### config.mk
export PLATFORM = sky130hd
export DESIGN_NAME = uart_core_cfg
export DESIGN_NICKNAME = d
export VERILOG_FILES = /design/src/rtl/uart_cfg_pkg.sv /design/src/rtl/uart_baud_cnt.sv /design/src/rtl/uart_core_cfg.sv
export SDC_FILE = /design/constraint.sdc
export NUM_CORES = 1
export LEC_CHECK = 0
export CORE_UTILIZATION = 40
export CTS_CLUSTER_SIZE = 30
export DETAILED_ROUTE_END_ITERATION = 10
export PLACE_DENSITY = 0.71
export SETUP_SLACK_MARGIN = 0.02
export SYNTH_ARGS = -nofsm -noshare
export SYNTH_HDL_FRONTEND = slang
export SYNTH_SLANG_ARGS = --single-unit
### constraint.sdc
create_clock -name clk -period 5.4 [get_ports clk]
set_clock_uncertainty 0.05 [all_clocks]
set_input_delay 0.81 -clock clk [delete_from_list [all_inputs] [get_ports clk]]
set_output_delay 0.81 -clock clk [all_outputs]
set_load 0.02 [all_outputs]
### src/rtl/uart_cfg_pkg.sv
// Shared definitions for the configurable UART core: parity modes, FSM states,
// baud divider calculation and the parity-bit helper.
package uart_cfg_pkg;

    localparam int unsigned PARITY_NONE = 0;
    localparam int unsigned PARITY_EVEN = 1;
    localparam int unsigned PARITY_ODD  = 2;

    typedef enum logic [2:0] {
        ST_IDLE,
        ST_START,
        ST_DATA,
        ST_PARITY,
        ST_STOP
    } uart_state_e;

    function automatic int unsigned calc_div(input int unsigned clk_hz,
                                             input int unsigned bps,
                                             input int unsigned os);
        return clk_hz / (bps * os);
    endfunction

    // red is the XOR-reduction of the payload, so this works for any data width.
    function automatic logic parity_bit(input logic red, input int unsigned mode);
        return (mode == PARITY_ODD) ? ~red : red;
    endfunction

endpackage

### src/rtl/uart_baud_cnt.sv
// DIV x OVERSAMPLE tick counter with synchronous restart; strobes once per bit
// period when the sub-bit counter reaches STROBE_AT.
module uart_baud_cnt #(
    parameter int unsigned DIV        = 2,
    parameter int unsigned OVERSAMPLE = 16,
    parameter int unsigned STROBE_AT  = 15
) (
    input  logic clk_i,
    input  logic rst_i,
    input  logic restart_i,
    output logic strobe_o
);

    localparam int unsigned DW = (DIV > 1) ? $clog2(DIV) : 1;
    localparam int unsigned SW = $clog2(OVERSAMPLE);

    logic [DW-1:0] div_q, div_d;
    logic [SW-1:0] sub_q, sub_d;
    logic          tick;

    assign tick = (div_q == DW'(DIV - 1));

    always_comb begin
        div_d = div_q;
        sub_d = sub_q;
        if (restart_i) begin
            div_d = '0;
            sub_d = '0;
        end else if (tick) begin
            div_d = '0;
            sub_d = (sub_q == SW'(OVERSAMPLE - 1)) ? '0 : sub_q + 1'b1;
        end else begin
            div_d = div_q + 1'b1;
        end
    end

    always_ff @(posedge clk_i) begin
        if (rst_i) begin
            div_q <= '0;
            sub_q <= '0;
        end else begin
            div_q <= div_d;
            sub_q <= sub_d;
        end
    end

    assign strobe_o = tick && (sub_q == SW'(STROBE_AT));

endmodule

### src/rtl/uart_core_cfg.sv
// Full-duplex UART byte engine: configurable width/parity/stop bits, 16x
// oversampled RX with glitch reject, valid/ready on both sides.
module uart_core_cfg
    import uart_cfg_pkg::*;
#(
    parameter int unsigned DATA_WIDTH   = 8,
    parameter int unsigned SYS_CLK_FREQ = 50_000_000,
    parameter int unsigned BPS          = 115_200,
    parameter int unsigned OVERSAMPLE   = 16,
    parameter int unsigned PARITY       = 0,
    parameter int unsigned STOP_BITS    = 1
) (
    input  logic                  clk,
    input  logic                  rst,
    input  logic [DATA_WIDTH-1:0] tx_data,
    input  logic                  tx_valid,
    output logic                  tx_ready,
    output logic                  tx,
    input  logic                  rx,
    output logic [DATA_WIDTH-1:0] rx_data,
    output logic                  rx_valid,
    input  logic                  rx_ready,
    output logic                  rx_parity_err,
    output logic                  rx_frame_err,
    output logic                  rx_overrun
);

    localparam int unsigned DIV = calc_div(SYS_CLK_FREQ, BPS, OVERSAMPLE);
    localparam int unsigned CW  = $clog2(DATA_WIDTH);

    // ---------------- TX ----------------
    uart_state_e           tx_state_q, tx_state_d;
    logic [DATA_WIDTH-1:0] tx_sh_q, tx_sh_d;
    logic [CW-1:0]         tx_cnt_q, tx_cnt_d;
    logic                  tx_par_q, tx_par_d;
    logic                  tx_q, tx_d;
    logic                  tx_accept;
    logic                  tx_strobe;

    uart_baud_cnt #(
        .DIV        (DIV),
        .OVERSAMPLE (OVERSAMPLE),
        .STROBE_AT  (OVERSAMPLE - 1)
    ) u_tx_baud (
        .clk_i     (clk),
        .rst_i     (rst),
        .restart_i (tx_accept),
        .strobe_o  (tx_strobe)
    );

    always_comb begin
        tx_state_d = tx_state_q;
        tx_sh_d    = tx_sh_q;
        tx_cnt_d   = tx_cnt_q;
        tx_par_d   = tx_par_q;
        tx_accept  = 1'b0;
        case (tx_state_q)
            ST_IDLE: begin
                if (tx_valid) begin
                    tx_accept  = 1'b1;
                    tx_sh_d    = tx_data;
                    tx_par_d   = parity_bit(^tx_data, PARITY);
                    tx_state_d = ST_START;
                end
            end
            ST_START: begin
                if (tx_strobe) begin
                    tx_cnt_d   = '0;
                    tx_state_d = ST_DATA;
                end
            end
            ST_DATA: begin
                if (tx_strobe) begin
                    tx_sh_d = tx_sh_q >> 1;
                    if (tx_cnt_q == CW'(DATA_WIDTH - 1)) begin
                        tx_cnt_d   = '0;
                        tx_state_d = (PARITY != PARITY_NONE) ? ST_PARITY : ST_STOP;
                    end else begin
                        tx_cnt_d = tx_cnt_q + 1'b1;
                    end
                end
            end
            ST_PARITY: begin
                if (tx_strobe) begin
                    tx_cnt_d   = '0;
                    tx_state_d = ST_STOP;
                end
            end
            ST_STOP: begin
                if (tx_strobe) begin
                    if (tx_cnt_q == CW'(STOP_BITS - 1)) begin
                        tx_state_d = ST_IDLE;
                    end else begin
                        tx_cnt_d = tx_cnt_q + 1'b1;
                    end
                end
            end
            default: tx_state_d = ST_IDLE;
        endcase

        // Line level is registered from the next state so tx changes on the accept edge.
        tx_d = 1'b1;
        case (tx_state_d)
            ST_START:  tx_d = 1'b0;
            ST_DATA:   tx_d = tx_sh_d[0];
            ST_PARITY: tx_d = tx_par_d;
            default:   tx_d = 1'b1;
        endcase
    end

    always_ff @(posedge clk) begin
        if (rst) begin
            tx_state_q <= ST_IDLE;
            tx_sh_q    <= '0;
            tx_cnt_q   <= '0;
            tx_par_q   <= 1'b0;
            tx_q       <= 1'b1;
        end else begin
            tx_state_q <= tx_state_d;
            tx_sh_q    <= tx_sh_d;
            tx_cnt_q   <= tx_cnt_d;
            tx_par_q   <= tx_par_d;
            tx_q       <= tx_d;
        end
    end

    assign tx       = tx_q;
    assign tx_ready = (tx_state_q == ST_IDLE);

    // ---------------- RX ----------------
    logic                  sync1_q, sync2_q, prev_q;
    logic                  rx_s;
    uart_state_e           rx_state_q, rx_state_d;
    logic [DATA_WIDTH-1:0] rx_sh_q, rx_sh_d;
    logic [CW-1:0]         rx_cnt_q, rx_cnt_d;
    logic                  rx_par_q, rx_par_d;
    logic                  rx_restart;
    logic                  rx_strobe;
    logic                  stop_sample;

    logic [DATA_WIDTH-1:0] rx_data_q, rx_data_d;
    logic                  rx_valid_q, rx_valid_d;
    logic                  rx_pe_q, rx_pe_d;
    logic                  rx_fe_q, rx_fe_d;
    logic                  rx_ov_q, rx_ov_d;
    logic                  rx_hs;

    assign rx_s = sync2_q;

    always_ff @(posedge clk) begin
        if (rst) begin
            sync1_q <= 1'b1;
            sync2_q <= 1'b1;
            prev_q  <= 1'b1;
        end else begin
            sync1_q <= rx;
            sync2_q <= sync1_q;
            prev_q  <= sync2_q;
        end
    end

    uart_baud_cnt #(
        .DIV        (DIV),
        .OVERSAMPLE (OVERSAMPLE),
        .STROBE_AT  (OVERSAMPLE / 2 - 1)
    ) u_rx_baud (
        .clk_i     (clk),
        .rst_i     (rst),
        .restart_i (rx_restart),
        .strobe_o  (rx_strobe)
    );

    // prev_q tracks the line continuously, so a held-low break never looks like an edge.
    always_comb begin
        rx_state_d  = rx_state_q;
        rx_sh_d     = rx_sh_q;
        rx_cnt_d    = rx_cnt_q;
        rx_par_d    = rx_par_q;
        rx_restart  = 1'b0;
        stop_sample = 1'b0;
        case (rx_state_q)
            ST_IDLE: begin
                if (prev_q && !rx_s) begin
                    rx_restart = 1'b1;
                    rx_state_d = ST_START;
                end
            end
            ST_START: begin
                if (rx_strobe) begin
                    rx_cnt_d   = '0;
                    rx_state_d = rx_s ? ST_IDLE : ST_DATA;
                end
            end
            ST_DATA: begin
                if (rx_strobe) begin
                    rx_sh_d = {rx_s, rx_sh_q[DATA_WIDTH-1:1]};
                    if (rx_cnt_q == CW'(DATA_WIDTH - 1)) begin
                        rx_cnt_d   = '0;
                        rx_state_d = (PARITY != PARITY_NONE) ? ST_PARITY : ST_STOP;
                    end else begin
                        rx_cnt_d = rx_cnt_q + 1'b1;
                    end
                end
            end
            ST_PARITY: begin
                if (rx_strobe) begin
                    rx_par_d   = rx_s;
                    rx_state_d = ST_STOP;
                end
            end
            ST_STOP: begin
                if (rx_strobe) begin
                    stop_sample = 1'b1;
                    rx_state_d  = ST_IDLE;
                end
            end
            default: rx_state_d = ST_IDLE;
        endcase
    end

    // A handshake in the stop-sample cycle frees the register, so the new frame loads cleanly.
    always_comb begin
        rx_data_d  = rx_data_q;
        rx_valid_d = rx_valid_q;
        rx_pe_d    = rx_pe_q;
        rx_fe_d    = rx_fe_q;
        rx_ov_d    = rx_ov_q;
        rx_hs      = rx_valid_q && rx_ready;
        if (rx_hs) begin
            rx_valid_d = 1'b0;
            rx_ov_d    = 1'b0;
        end
        if (stop_sample) begin
            if (!rx_valid_q || rx_hs) begin
                rx_data_d  = rx_sh_q;
                rx_valid_d = 1'b1;
                rx_pe_d    = (PARITY != PARITY_NONE) &&
                             (rx_par_q != parity_bit(^rx_sh_q, PARITY));
                rx_fe_d    = !rx_s;
            end else begin
                rx_ov_d = 1'b1;
            end
        end
    end

    always_ff @(posedge clk) begin
        if (rst) begin
            rx_state_q <= ST_IDLE;
            rx_sh_q    <= '0;
            rx_cnt_q   <= '0;
            rx_par_q   <= 1'b0;
            rx_data_q  <= '0;
            rx_valid_q <= 1'b0;
            rx_pe_q    <= 1'b0;
            rx_fe_q    <= 1'b0;
            rx_ov_q    <= 1'b0;
        end else begin
            rx_state_q <= rx_state_d;
            rx_sh_q    <= rx_sh_d;
            rx_cnt_q   <= rx_cnt_d;
            rx_par_q   <= rx_par_d;
            rx_data_q  <= rx_data_d;
            rx_valid_q <= rx_valid_d;
            rx_pe_q    <= rx_pe_d;
            rx_fe_q    <= rx_fe_d;
            rx_ov_q    <= rx_ov_d;
        end
    end

    assign rx_data       = rx_data_q;
    assign rx_valid      = rx_valid_q;
    assign rx_parity_err = rx_pe_q;
    assign rx_frame_err  = rx_fe_q;
    assign rx_overrun    = rx_ov_q;

endmodule
==> Yosys cells after proc, flatten, opt, wreduce, memory -nomap -nowiden <==
Index checks and enable logic that the tools add are counted.
{ "word_totals": {"in_bits": 13, "output_inout_bits": 14, "regBits": 62, "elab_cells": 125} }
{ "classes": {"n_eq_ne": 29, "reduce_logical": 25, "add_sub_neg": 6, "muxes": 45} }
{ "ops": {"columns": ["cell", "n"], "rows": [
  ["3-bit two-way mux", 20],
  ["3-bit one-hot mux with 5 select lines", 2],
  ["2-bit != test, second input constant", 10],
  ["3-bit by 2-bit == test with 1-bit output, second input constant", 6],
  ["8-bit two-way mux", 2],
  ["8-bit one-hot mux with 2 select lines", 1],
  ["1-bit two-way mux", 14],
  ["3-bit == test, second input constant", 4],
  ["5-bit by 1-bit adder with 5-bit output, second input constant", 2],
  ["5-bit == test, second input constant", 2],
  ["3-bit by 1-bit == test with 1-bit output, second input constant", 3],
  ["3-bit zero test", 3],
  ["3-bit one-hot mux with 3 select lines", 1],
  ["4-bit by 1-bit adder with 4-bit output, second input constant", 2],
  ["4-bit == test, second input constant", 2],
  ["4-bit two-way mux", 2],
  ["8-bit parity", 1],
  ["3-bit by 1-bit adder with 3-bit output, second input constant", 2],
  ["3-bit one-hot mux with 2 select lines", 1],
  ["3-bit AND reduction", 2],
  ["6-bit AND reduction", 1],
  ["2-bit OR reduction", 3],
  ["3-bit OR reduction", 2],
  ["5-bit AND reduction", 1],
  ["other kinds (10)", 16]
]} }

==> Depth between registers and ports, before layout <==
Gate-level depths: netlist (run 1).
{ "depth": {"depth_word": 6, "ltp_mapped": 9, "ltp_nobuf": 7} }

==> Modules after synthesis <==
From an unflattened synthesis (run 1), not the netlist that was laid out.
{ "hier_totals": {"hier_cells": 293, "area_unflattened_um2": 2811.4} }
{ "modules_own_cells": {"columns": ["mod", "n_inst", "area_each_um2", "seq_area_each_um2", "cells_each"], "rows": [
  ["uart_core_cfg", 1, 1995.7, 880.8, 208],
  ["uart_baud_cnt (u_rx_baud)", 1, 407.9, 180.2, 42],
  ["uart_baud_cnt (u_tx_baud)", 1, 407.9, 180.2, 43]
]} }

==> Worst setup path after synthesis (run 1) <==
No wires, ideal clock.
{ "synth_path": {"kind": "reg2reg", "from": "register tx_state_q[0]", "to": "register tx_q (netlist: tx)", "stages_incl_launch_ff": 8, "setup_ps": 143, "required_time_ps": 5207, "synth_period_minus_slack_ps": 2076, "arrival_time_ps": 1884, "setup_slack_ps": 3324, "path_buffers": 2, "path_cell_list": "dfxtp_1 > clkbuf_1 > nor3_1 > and2_1 > clkbuf_1 > nor3b_1 > o31ai_1 > o311ai_0"} }
{ "synth_between": {"elab_cells_between_ends": 19, "cone_classes": "eq/ne (7); mux (11); reduce/logical (1)"} }
{ "synth_rtl": {"columns": ["item", "line_no", "rtl"], "rows": [
  ["start: declaration", "uart_core_cfg.sv:32", "uart_state_e tx_state_q, tx_state_d;"],
  ["start signal: assignment", "uart_core_cfg.sv:119", "tx_state_q <= tx_state_d;"],
  ["3-bit zero test *", null, null],
  ["named net tx_ready", "uart_core_cfg.sv:17", "output logic tx_ready,"],
  ["3-bit one-hot mux with 5 select lines", "uart_core_cfg.sv:57", "case (tx_state_q)"],
  ["3-bit by 2-bit == test with 1-bit output or 3-bit by 1-bit == test with 1-bit output (tied branches)", "uart_core_cfg.sv:103", "case (tx_state_d)"],
  ["1-bit one-hot mux with 3 select lines *", "uart_core_cfg.sv:103", null],
  ["end signal: assignment", "uart_core_cfg.sv:123", "tx_q <= tx_d;"],
  ["end: declaration", "uart_core_cfg.sv:36", "logic tx_q, tx_d;"]
]} }
Mark *: on every way through the listed nets, which the timed path passes. The rest lies on a longest branch.
A chain may end at the register's enable or synchronous reset.

==> Final worst setup path (run 1) <==
{ "layout_path": {"from": "register u_rx_baud.div_q[0]", "to": "register rx_data_q[0] (netlist: rx_data[0])"} }
{ "layout_between": {"elab_chain_cells": 5} }
{ "layout_rtl": {"columns": ["item", "line_no", "rtl"], "rows": [
  ["start: declaration", "uart_baud_cnt.sv:17", "logic [DW-1:0] div_q, div_d;"],
  ["start signal: assignment", "uart_baud_cnt.sv:42", "div_q <= div_d;"],
  ["5-bit == test", "uart_baud_cnt.sv:21", "assign tick = (div_q == DW'(DIV - 1));"],
  ["1-bit logical AND", "uart_baud_cnt.sv:47", "assign strobe_o = tick && (sub_q == SW'(STROBE_AT));"],
  ["1-bit two-way mux", "uart_core_cfg.sv:212", "if (rx_strobe) begin"],
  ["1-bit two-way mux", "uart_core_cfg.sv:181", "case (rx_state_q)"],
  ["2-bit AND reduction (no source line)", null, null],
  ["end signal: assignment", "uart_core_cfg.sv:262", "rx_data_q <= rx_data_d;"],
  ["end: declaration", "uart_core_cfg.sv:141", "logic [DATA_WIDTH-1:0] rx_data_q, rx_data_d;"]
]} }
No other way between the ends.

==> results of run 1 <==
metrics by stage:
stage	cells	cell area (um^2)	setup WS, ns
final	396	3250	2.77
after global routing	396	3250	2.58
after CTS	396	3250	2.73
after detailed placement	380	3010	2.67
after global placement	380	3010	2.70
after floorplan	292	2720	3.32
cell usage after synthesis (3+ instances only):
| master | instances |
|---|---|
| nand4b_1 | 3 |
| nor3_1 | 6 |
| nand2_1 | 11 |
| ha_1 | 11 |
| a21o_1 | 3 |
| inv_1 | 7 |
| nor3b_1 | 3 |
| a31oi_1 | 5 |
| clkbuf_1 | 10 |
| or2_2 | 4 |
| nand3_1 | 7 |
| dfxtp_1 | 62 |
| mux2i_1 | 20 |
| a21oi_1 | 15 |
| xnor2_1 | 10 |
| nor4_1 | 3 |
| nand2b_1 | 5 |
| xor2_1 | 7 |
| o21ai_0 | 7 |
| a211oi_1 | 3 |
| nor2_1 | 50 |
| a22oi_1 | 6 |
worst max-delay path, cell delays in order (launching register included):
cell	delay, ns
dfxtp_1	0.33
inv_1	0.06
ha_1	0.20
nand4b_4	0.15
or3_1	0.53
nor3_2	0.81
mux2i_1	0.28
nor2_1	0.06
power by group through the flow:
stage / Sequential (mW) / Clock [mW] / Combinational (mW)
after global placement: 0.490 / 0 / 0.0652
after CTS: 0.480 / 0.478 / 0.0676
after floorplan: 0.487 / 0 / 0.0479
after detailed placement: 0.490 / 0 / 0.0670
after global routing: 0.482 / 0.498 / 0.0755
final: 0.480 / 0.465 / 0.0668
layout make-up:
type,instances,area (um^2),area share
sequential,62,1240,0.382
tap,77,96.3,0.0297
clock buffer,13,169,0.0520
clock inverter,3,65.1,0.0200
timing repair buffer,26,258,0.0794
multi-input combinational,208,1390,0.429
inverter,7,26.3,0.00809
kinds of logic (layout without fill, tap and decap cells):
group           after synthesis  in the layout  share of synthesized area
simple gates                109            109                      0.209
flops                        62             62                      0.456
compound gates               50             50                      0.120
buf+inv                      22             49                     0.0340
mux                          20             20                     0.0736
xor+xnor                     17             17                     0.0547
fa+ha+maj                    11             11                     0.0506
other cells                   1              1                    0.00138
routing by layer:
metal  up-vias  share of wire  routed length, um
li1       1068              -                  -
met1       956           0.50               2480
met2        33           0.45               2250
met3         4          0.035                175
met4         0          0.012                 58
met5         -              0                  0
state kept, by name, summed over array words and instances, names as in the netlist, 3 cells and up:
register,count
rx_cnt_q,3
u_rx_baud.div_q,5
rx_data,8
u_tx_baud.div_q,5
tx_cnt_q,3
u_rx_baud.sub_q,4
tx_sh_q,8
tx_state_q,3
rx_state_q,3
rx_sh_q,8
u_tx_baud.sub_q,4
placed cells by master (no fill, tap or decap), types with 4 or more instances in the layout:
cell type / n
dfxtp_1: 62
nor2_1: 50
clkdlybuf4s50_1: 25
mux2i_1: 20
a21oi_1: 15
clkbuf_8: 12
nand2_1: 11
ha_1: 11
xnor2_1: 10
inv_1: 7
nand3_1: 7
xor2_1: 7
o21ai_0: 7
a22oi_1: 6
nor3_1: 5
nand2b_1: 5
a31oi_1: 5
or2_2: 4
how the worst min path moves through the flow:
| stage | to | slack [ns] |
|---|---|---|
| after floorplan | rx_s | 0.34 |
| after global placement | rx_s | 0.34 |
| after detailed placement | rx_s | 0.35 |
| after CTS | rx_s | 0.37 |
| after global routing | rx_s | 0.38 |
| final | rx_s | 0.36 |
==> flow_summary_export.csv, run 1 <==
group,metric,value,unit
status,status,"finished, violations left",
status,failed_checks,"design-rule violations",
cells_and_area,fin_nets,338,
synth,synth_fp_nets,316,
global_route,antenna_found_initial,0,
global_route,grt_max_degree,28,
global_route,track_usage,0.153,
power,vdd_drop_max,0.145,mV
power,comb_power_share,0.066,
global_route,grt_use_met1,0.197,
route,ant_nets,0,
route,num_vias,2061,
floorplanning,initial_core_util,0.421,
floorplanning,die_h,84.5,um
floorplanning,dieArea,0.00713,mm^2
worst_setup_path,path_class,"register to register",
timing,maxSlewHeadroom,0.369,
power,leakagePower,1.19,nW
hold_path,hp-class,"register to register",
synth,synth.avg_cell_area,9.32,um^2
hold_path,hp-start,"sync1_q",
worst_setup_path,r2r_slack,2.77,ns
power,intPower,0.800,mW
worst_setup_path,crit_required,5.52,ns
worst_setup_path,arrival,2.75,ns
floorplanning,die_w,84.5,um
synth,synth_top_area_cell,"dfxtp_1",
cells_and_area,fillers,619,
timing,hold_viol_final,0,
worst_setup_path,r2r_start,"u_rx_baud.div_q[0]",
worst_setup_path,cp-endpoint,"rx_data[0]",
timing,layout_worst_path_cycle_share,0.487,
floorplanning,ios,27,
power,power_switching,0.212,mW
clock_network,cts_max_path_buffers,2,
clock_network,path_clk_slew,0.06,ns
global_route,grt_pass1_wl,8710,um
synth,ys_ff_latch,62,
placement,gp_congestion,0.790,
route,drt-initial-drc-count,115,
clock_network,clock-sinks,62,
global_route,overflow,0,
timing,rsz0062_at_grt,"no",
power,total_power,1.01,mW
synth,synth.distinct_cells,46,
synth,netlist_instances,292,
synth,async_flop_share,0,
global_route,met3_usage,0.0354,
synth,synth.area.top_cells,"dfxtp_1 46%, mux2i_1 7.4%, nor2_1 6.9%",
route,drt-total-wl,4970,um
synth,seq_area_frac_synth,0.456,
synth,synth_edf_count,0,
worst_setup_path,end_kind,"register",
timing,tns,0,ns
synth,synth_top_area_frac,0.456,
route,route.detailed.drc,4,
floorplanning,core,0.00646,mm^2
run,cap_violations,0,
route,drt-pass1-iter-count,8,
cells_and_area,diodes,0,
timing,holdWs,0.364,ns
worst_setup_path,ff2ff_path_depth,7,
placement,port-buffer-count,25,
clock_network,cts_buffers,9,
timing,fin_crit,2.63,ns
clock_network,insertion_delay,0.33,ns
floorplanning,rows,29,
clock_network,h-tree-depth,3,
global_route,busiest_layer,"met2",
global_route,grtUsageMet2,0.238,
clock_network,post_cts_buffers,0,
cells_and_area,final_core_util,0.503,
synth,yosysWarnings,0,
clock_network,cts_tree,"built",
placement,place_hpwl,3320,um
clock_network,cts-root-buf,"clkbuf_8",
synth,synth_area,0.00272,mm^2
power,power_frac_seq,0.475,
worst_setup_path,critPathLaunch,"u_rx_baud.div_q[0]",
timing,slew_viol_final,0,
timing,fmax,0.380,GHz
worst_setup_path,r2r-end,"rx_data[0]",
synth,synth-main-ff-cell,"dfxtp_1",
global_route,first_global_vias,1952,
timing,worst_slew_pin_slew,0.941,ns
power,p_clk_frac,0.459,
cells_and_area,drive_above_1_share,0.0752,
clock_network,hold_buffers,0,
route,routed_via_density,5.20,
worst_setup_path,startpoint_type,"register",
power,swShare,0.210,
timing,final-setup-viol-count,0,
cells_and_area,syn2layout_area_growth,19.4,%
hold_path,min_path_cells,1,
power,p_per_area,312,mW/mm^2
route,wl_per_cell,12.6,um
worst_setup_path,worstPathMaxFanout,10,
clock_network,cts_resized,0,
(Power assumes the default switching activity.)
==> run 2: changes to the inputs <==
==> constraint.sdc (replaced) <==
create_clock -name clk -period 2.6 [get_ports clk]
set_clock_uncertainty 0.05 [all_clocks]
set_input_delay 0.39 -clock clk [delete_from_list [all_inputs] [get_ports clk]]
set_output_delay 0.39 -clock clk [all_outputs]
set_load 0.02 [all_outputs]
==> run 2 against run 1 <==
Effect of this change:
- clock power increased by 99%
- register-to-register slack got worse by 2.3 ns
- combinational power increased by 110%
- flip-flop and latch count unchanged
- critical path depth increased by 1
- worst hold slack got worse by 0.0060 ns
- the flow still finishes with violations (design-rule violations)
- worst setup slack got worse by 2.3 ns
- wire length increased by 2.8%
==> flow_summary_export.csv, run 2 (synthesis gave the netlist of run 1 again) <==
group,metric,value,unit
status,status,"finished, violations left",
worst_setup_path,r2r_slack,0.44,ns
worst_setup_path,ff2ff_path_depth,8,
worst_setup_path,worstPathMaxFanout,10,
global_route,track_usage,0.157,
power,vdd_drop_max,0.345,mV
placement,port-buffer-count,25,
clock_network,path_clk_slew,0.07,ns
worst_setup_path,arrival,2.33,ns
hold_path,hp-class,"register to register",
global_route,overflow,0,
floorplanning,rows,29,
worst_setup_path,startpoint_type,"register",
clock_network,h-tree-depth,3,
timing,fin_crit,2.16,ns
floorplanning,die_h,84.5,um
timing,tns,0,ns
route,drt-total-wl,5110,um
clock_network,insertion_delay,0.34,ns
clock_network,clock-sinks,62,
cells_and_area,fin_nets,341,
power,total_power,2.06,mW
timing,layout_worst_path_cycle_share,0.831,
clock_network,cts_buffers,9,
worst_setup_path,critPathLaunch,"u_rx_baud.div_q[0]",
clock_network,cts_max_path_buffers,2,
global_route,grt_pass1_wl,8850,um
power,p_per_area,632,mW/mm^2
worst_setup_path,cp-endpoint,"rx_data[2]",
cells_and_area,fillers,592,
placement,place_hpwl,3360,um
cells_and_area,layout_common_cells,"62 x dfxtp_1, 50 x nor2_1, 25 x clkdlybuf4s50_1",
status,failed_checks,"design-rule violations",
timing,slew_viol_final,0,
worst_setup_path,cpPeakStageDelay,0.53,ns
timing,rsz0062_at_grt,"no",
route,wl_per_cell,12.8,um
run,cap_violations,0,
route,drt-pass1-iter-count,7,
worst_setup_path,crit_required,2.77,ns
cells_and_area,final_core_util,0.505,
timing,hold_viol_final,0,
timing,fmax,0.463,GHz
worst_setup_path,cp.depth,8,
worst_setup_path,path_class,"register to register",
floorplanning,dieArea,0.00713,mm^2
route,ant_nets,0,
clock_network,cts_tree,"built",
worst_setup_path,end_kind,"register",
floorplanning,core,0.00646,mm^2
cells_and_area,diodes,0,
worst_setup_path,r2r-end,"rx_data[2]",
power,leakagePower,1.19,nW
global_route,grt_max_degree,51,
route,drt-initial-drc-count,61,
worst_setup_path,r2r_start,"u_rx_baud.div_q[0]",
timing,final-setup-viol-count,0,
floorplanning,die_w,84.5,um
clock_network,hold_buffers,0,
cells_and_area,syn2layout_area_growth,20.0,%
clock_network,cts_resized,0,
timing,worst_slew_pin_slew,0.645,ns
route,routed_via_density,5.27,
timing,maxSlewHeadroom,0.570,
cells_and_area,drive_above_1_share,0.0776,
global_route,first_global_vias,2061,
floorplanning,ios,27,
worst_setup_path,critical_path.top_delay_family,"simple AND/OR/NAND/NOR gates",
worst_setup_path,slowest_stage,"or3_1",
clock_network,cts-root-buf,"clkbuf_8",
global_route,antenna_found_initial,0,
cells_and_area,layout_commonest_cell,"dfxtp_1",
worst_setup_path,crit_chain,"inv_1 -> ha_1 -> nand4b_4 -> or3_1 -> nor3_2 -> buf_4 -> mux2i_1 -> nor2_1",
route,route.detailed.drc,4,
clock_network,post_cts_buffers,0,
route,num_vias,2102,
placement,gp_congestion,0.837,
floorplanning,initial_core_util,0.421,
worst_setup_path,worst-path-buf-inv,2,
==> run 2: final cells by class <==
cell class	count	area [um^2]	share of cell area
multi-input cells	208	1390	0.426
flip-flops and latches	62	1240	0.380
repair buffers	29	293	0.0897
clock buffers	13	149	0.0456
well taps	77	96.3	0.0295
clock inverters	3	67.6	0.0207
inverters	7	26.3	0.00805
==> run 2: metrics by stage <==
step                setup slack (ns)  area [um^2]  hold WS [ns]  std cells
global placement               0.517         3050         0.342        383
global route                   0.274         3260         0.396        399
floorplan                      0.524         2720         0.339        292
finish                         0.439         3260         0.358        399
CTS                            0.410         3260         0.362        399
detailed placement             0.425         3050         0.347        383
==> run 2: worst min-delay path by stage <==
stage	depth (start not counted)	start	to
finish	1	sync1_q	rx_s
global placement	1	sync1_q	rx_s
detailed placement	1	sync1_q	rx_s
global route	1	sync1_q	rx_s
floorplan	1	sync1_q	rx_s
CTS	1	sync1_q	rx_s
==> run 2: worst register-to-register path, stage by stage (launching register included) <==
cell and delay [ns]:
dfxtp_1 0.33, inv_1 0.07, ha_1 0.20, nand4b_4 0.15, or3_1 0.53, nor3_2 0.21
buf_4 0.23, mux2i_1 0.21, nor2_1 0.06
==> run 2: per-layer routing <==
layer	vias up	track usage	wire length, um
met3	8	0.0560	204
met2	31	0.256	2340
met1	989	0.183	2470
li1	1074	-	-
met5	-	0	0
met4	0	0.0786	95
==> run 2: power breakdown <==
group / internal, mW / switching [mW] / leakage, nW
Sequential: 0.977 / 0.0207 / 0.503
Clock: 0.567 / 0.357 / 0.104
Combinational: 0.0689 / 0.0740 / 0.587
Total: 1.61 / 0.451 / 1.19
==> run 3: changes to the inputs <==
--- a/config.mk
+++ b/config.mk
@@ -8,7 +8,7 @@
 export CORE_UTILIZATION = 40
 export CTS_CLUSTER_SIZE = 30
 export DETAILED_ROUTE_END_ITERATION = 10
-export PLACE_DENSITY = 0.71
+export PLACE_DENSITY = 0.74
 export SETUP_SLACK_MARGIN = 0.02
 export SYNTH_ARGS = -nofsm -noshare
 export SYNTH_HDL_FRONTEND = slang
==> constraint.sdc (replaced) <==
create_clock -name clk -period 1.9 [get_ports clk]
set_clock_uncertainty 0.05 [all_clocks]
set_input_delay 0.285 -clock clk [delete_from_list [all_inputs] [get_ports clk]]
set_output_delay 0.285 -clock clk [all_outputs]
set_load 0.02 [all_outputs]
==> run 3 against run 2 <==
Effect of this change:
- the flow finishes with violations (negative setup slack)
- worst hold slack better by 0.0061 ns
- worst setup slack got worse by 0.48 ns
- fmax increased by 11%
- register-to-register slack worse by 0.48 ns
- clock power is 45% higher
- flip-flop and latch count is the same
- sequential power rose by 36%
- die area unchanged
- cell count increased by 5.0%
- first-iteration DRC count is 31% higher
- critical path depth unchanged
==> flow_summary_export.csv, run 3 (synthesis gave the netlist of run 1 again) <==
group,metric,value,unit
worst_setup_path,ff2ff_path_depth,8,
hold_path,hp-class,"register to register",
cells_and_area,drive_above_1_share,0.211,
route,ant_nets,0,
timing,layout_worst_path_cycle_share,1.02,
floorplanning,initial_core_util,0.421,
worst_setup_path,crit_required,2.06,ns
placement,place_hpwl,3760,um
timing,holdWs,0.364,ns
hold_path,min_path_cells,1,
floorplanning,dieArea,0.00713,mm^2
timing,hold_viol_final,0,
timing,tns,-0.0399,ns
cells_and_area,fin_nets,361,
worst_setup_path,path_class,"register to register",
timing,final-setup-viol-count,1,
global_route,grt_max_degree,19,
run,cap_violations,0,
clock_network,path_clk_slew,0.08,ns
worst_setup_path,slowest_stage,"dfxtp_2",
route,drt-pass1-iter-count,4,
status,status,"finished, violations left",
status,failed_checks,"negative setup slack",
route,route.detailed.drc,0,
cells_and_area,fillers,580,
hold_path,hp-start,"sync1_q",
worst_setup_path,startpoint_type,"register",
power,vdd_drop_max,0.586,mV
timing,fin_crit,1.94,ns
floorplanning,die_w,84.5,um
clock_network,cts_tree,"built",
worst_setup_path,r2r-end,"tx",
worst_setup_path,crit_chain,"inv_2 -> ha_4 -> nand4b_1 -> buf_4 -> nor4_4 -> nor3b_2 -> o31ai_1 -> o311ai_1",
worst_setup_path,cpPeakStageDelay,0.33,ns
clock_network,h-tree-depth,3,
placement,port-buffer-count,25,
cells_and_area,stdcell_count,419,
global_route,grt_pass1_wl,9240,um
timing,slew_viol_final,0,
cells_and_area,layout_commonest_cell,"dfxtp_1",
global_route,first_global_vias,2036,
clock_network,clock-sinks,62,
clock_network,cts_buffers,9,
timing,rsz0062_at_grt,"yes",
route,drt-initial-drc-count,80,
floorplanning,core,0.00646,mm^2
cells_and_area,fin_area,0.00356,mm^2
global_route,track_usage,0.163,
route,wl_per_cell,13.2,um
timing,fmax,0.515,GHz
power,p_per_area,823,mW/mm^2
worst_setup_path,arrival,2.10,ns
clock_network,cts_max_path_buffers,2,
placement,gp_congestion,0.796,
cells_and_area,final_core_util,0.551,
route,drt-total-wl,5530,um
hold_path,worst_hold_path.endpoint,"rx_s",
worst_setup_path,worstPathMaxFanout,4,
worst_setup_path,r2r_start,"u_tx_baud.div_q[0]",
route,num_vias,2194,
placement,dp_cells,401,
global_route,antenna_found_initial,0,
clock_network,insertion_delay,0.34,ns
placement,place_area,0.00323,mm^2
floorplanning,rows,29,
clock_network,cts-root-buf,"clkbuf_8",
cells_and_area,diodes,0,
floorplanning,ios,27,
route,routed_via_density,5.24,
worst_setup_path,r2r_slack,-0.04,ns
worst_setup_path,end_kind,"register",
global_route,overflow,0,
floorplanning,die_h,84.5,um
power,leakagePower,1.31,nW
cells_and_area,syn2layout_area_growth,30.8,%
timing,fin_ws,-0.0399,ns
cells_and_area,layout_common_cells,"57 x dfxtp_1, 47 x nor2_1, 24 x clkdlybuf4s50_1",
[run 3: layout make-up]
type	count	area [um^2]	area share
Sequential cell	62	1250	0.351
Tap cell	77	96.3	0.0271
Inverter	7	26.3	0.00738
Timing Repair Buffer	49	458	0.129
Clock inverter	7	105	0.0295
Clock buffer	9	124	0.0348
Multi-Input combinational cell	208	1500	0.422
[run 3: report_power, final]
| part | switching [mW] | internal [mW] |
|---|---|---|
| combinational | 0.115 | 0.113 |
| clock | 0.581 | 0.759 |
| sequential | 0.0262 | 1.34 |
| total | 0.722 | 2.21 |
[run 3: stage by stage]
step | setup slack (ns) | total power [mW]
after floorplan | 0.00491 | 1.53
after global placement | 0.0632 | 1.61
after detailed placement | -0.000983 | 1.61
after CTS | 0.0490 | 2.96
after global routing | -0.158 | 3.05
final | -0.0399 | 2.93
[run 3: what timing repair did]
action	CTS	global route
hold buffers	0	0
pin swaps	1	6
setup buffers	0	2
endpoints found under the setup margin	9	31
resized for setup	5	18
[run 3: metal layers]
metal | vias up | share of wire | global-route usage
met4 | 0 | 0.016 | 0.0555
met5 | - | 0 | 0
met3 | 10 | 0.038 | 0.0629
met2 | 33 | 0.47 | 0.270
met1 | 1042 | 0.47 | 0.195
li1 | 1109 | - | -
[run 3: critical path: cells and delay by family (launching register included)]
| family | cells | cell delay [ns] |
|---|---|---|
| buffers and inverters | 2 | 0.29 |
| adder cells (fa/ha/maj) | 1 | 0.12 |
| AND/OR/NAND/NOR | 3 | 0.59 |
| AO/OA/AOI/OAI | 2 | 0.44 |
| flip-flops | 1 | 0.33 |
[run 3: worst max path at each step]
stage	end	cells after the start	slack [ns]	from
floorplan	tx	7	0.005	u_tx_baud.div_q[0]
global placement	rx_sh_q[6]	9	0.06	u_rx_baud.div_q[0]
detailed placement	tx_cnt_q[2]	6	-0.001	u_tx_baud.sub_q[0]
CTS	tx	8	0.05	u_tx_baud.div_q[0]
global route	tx	8	-0.16	u_tx_baud.div_q[0]
finish	tx	8	-0.04	u_tx_baud.div_q[0]
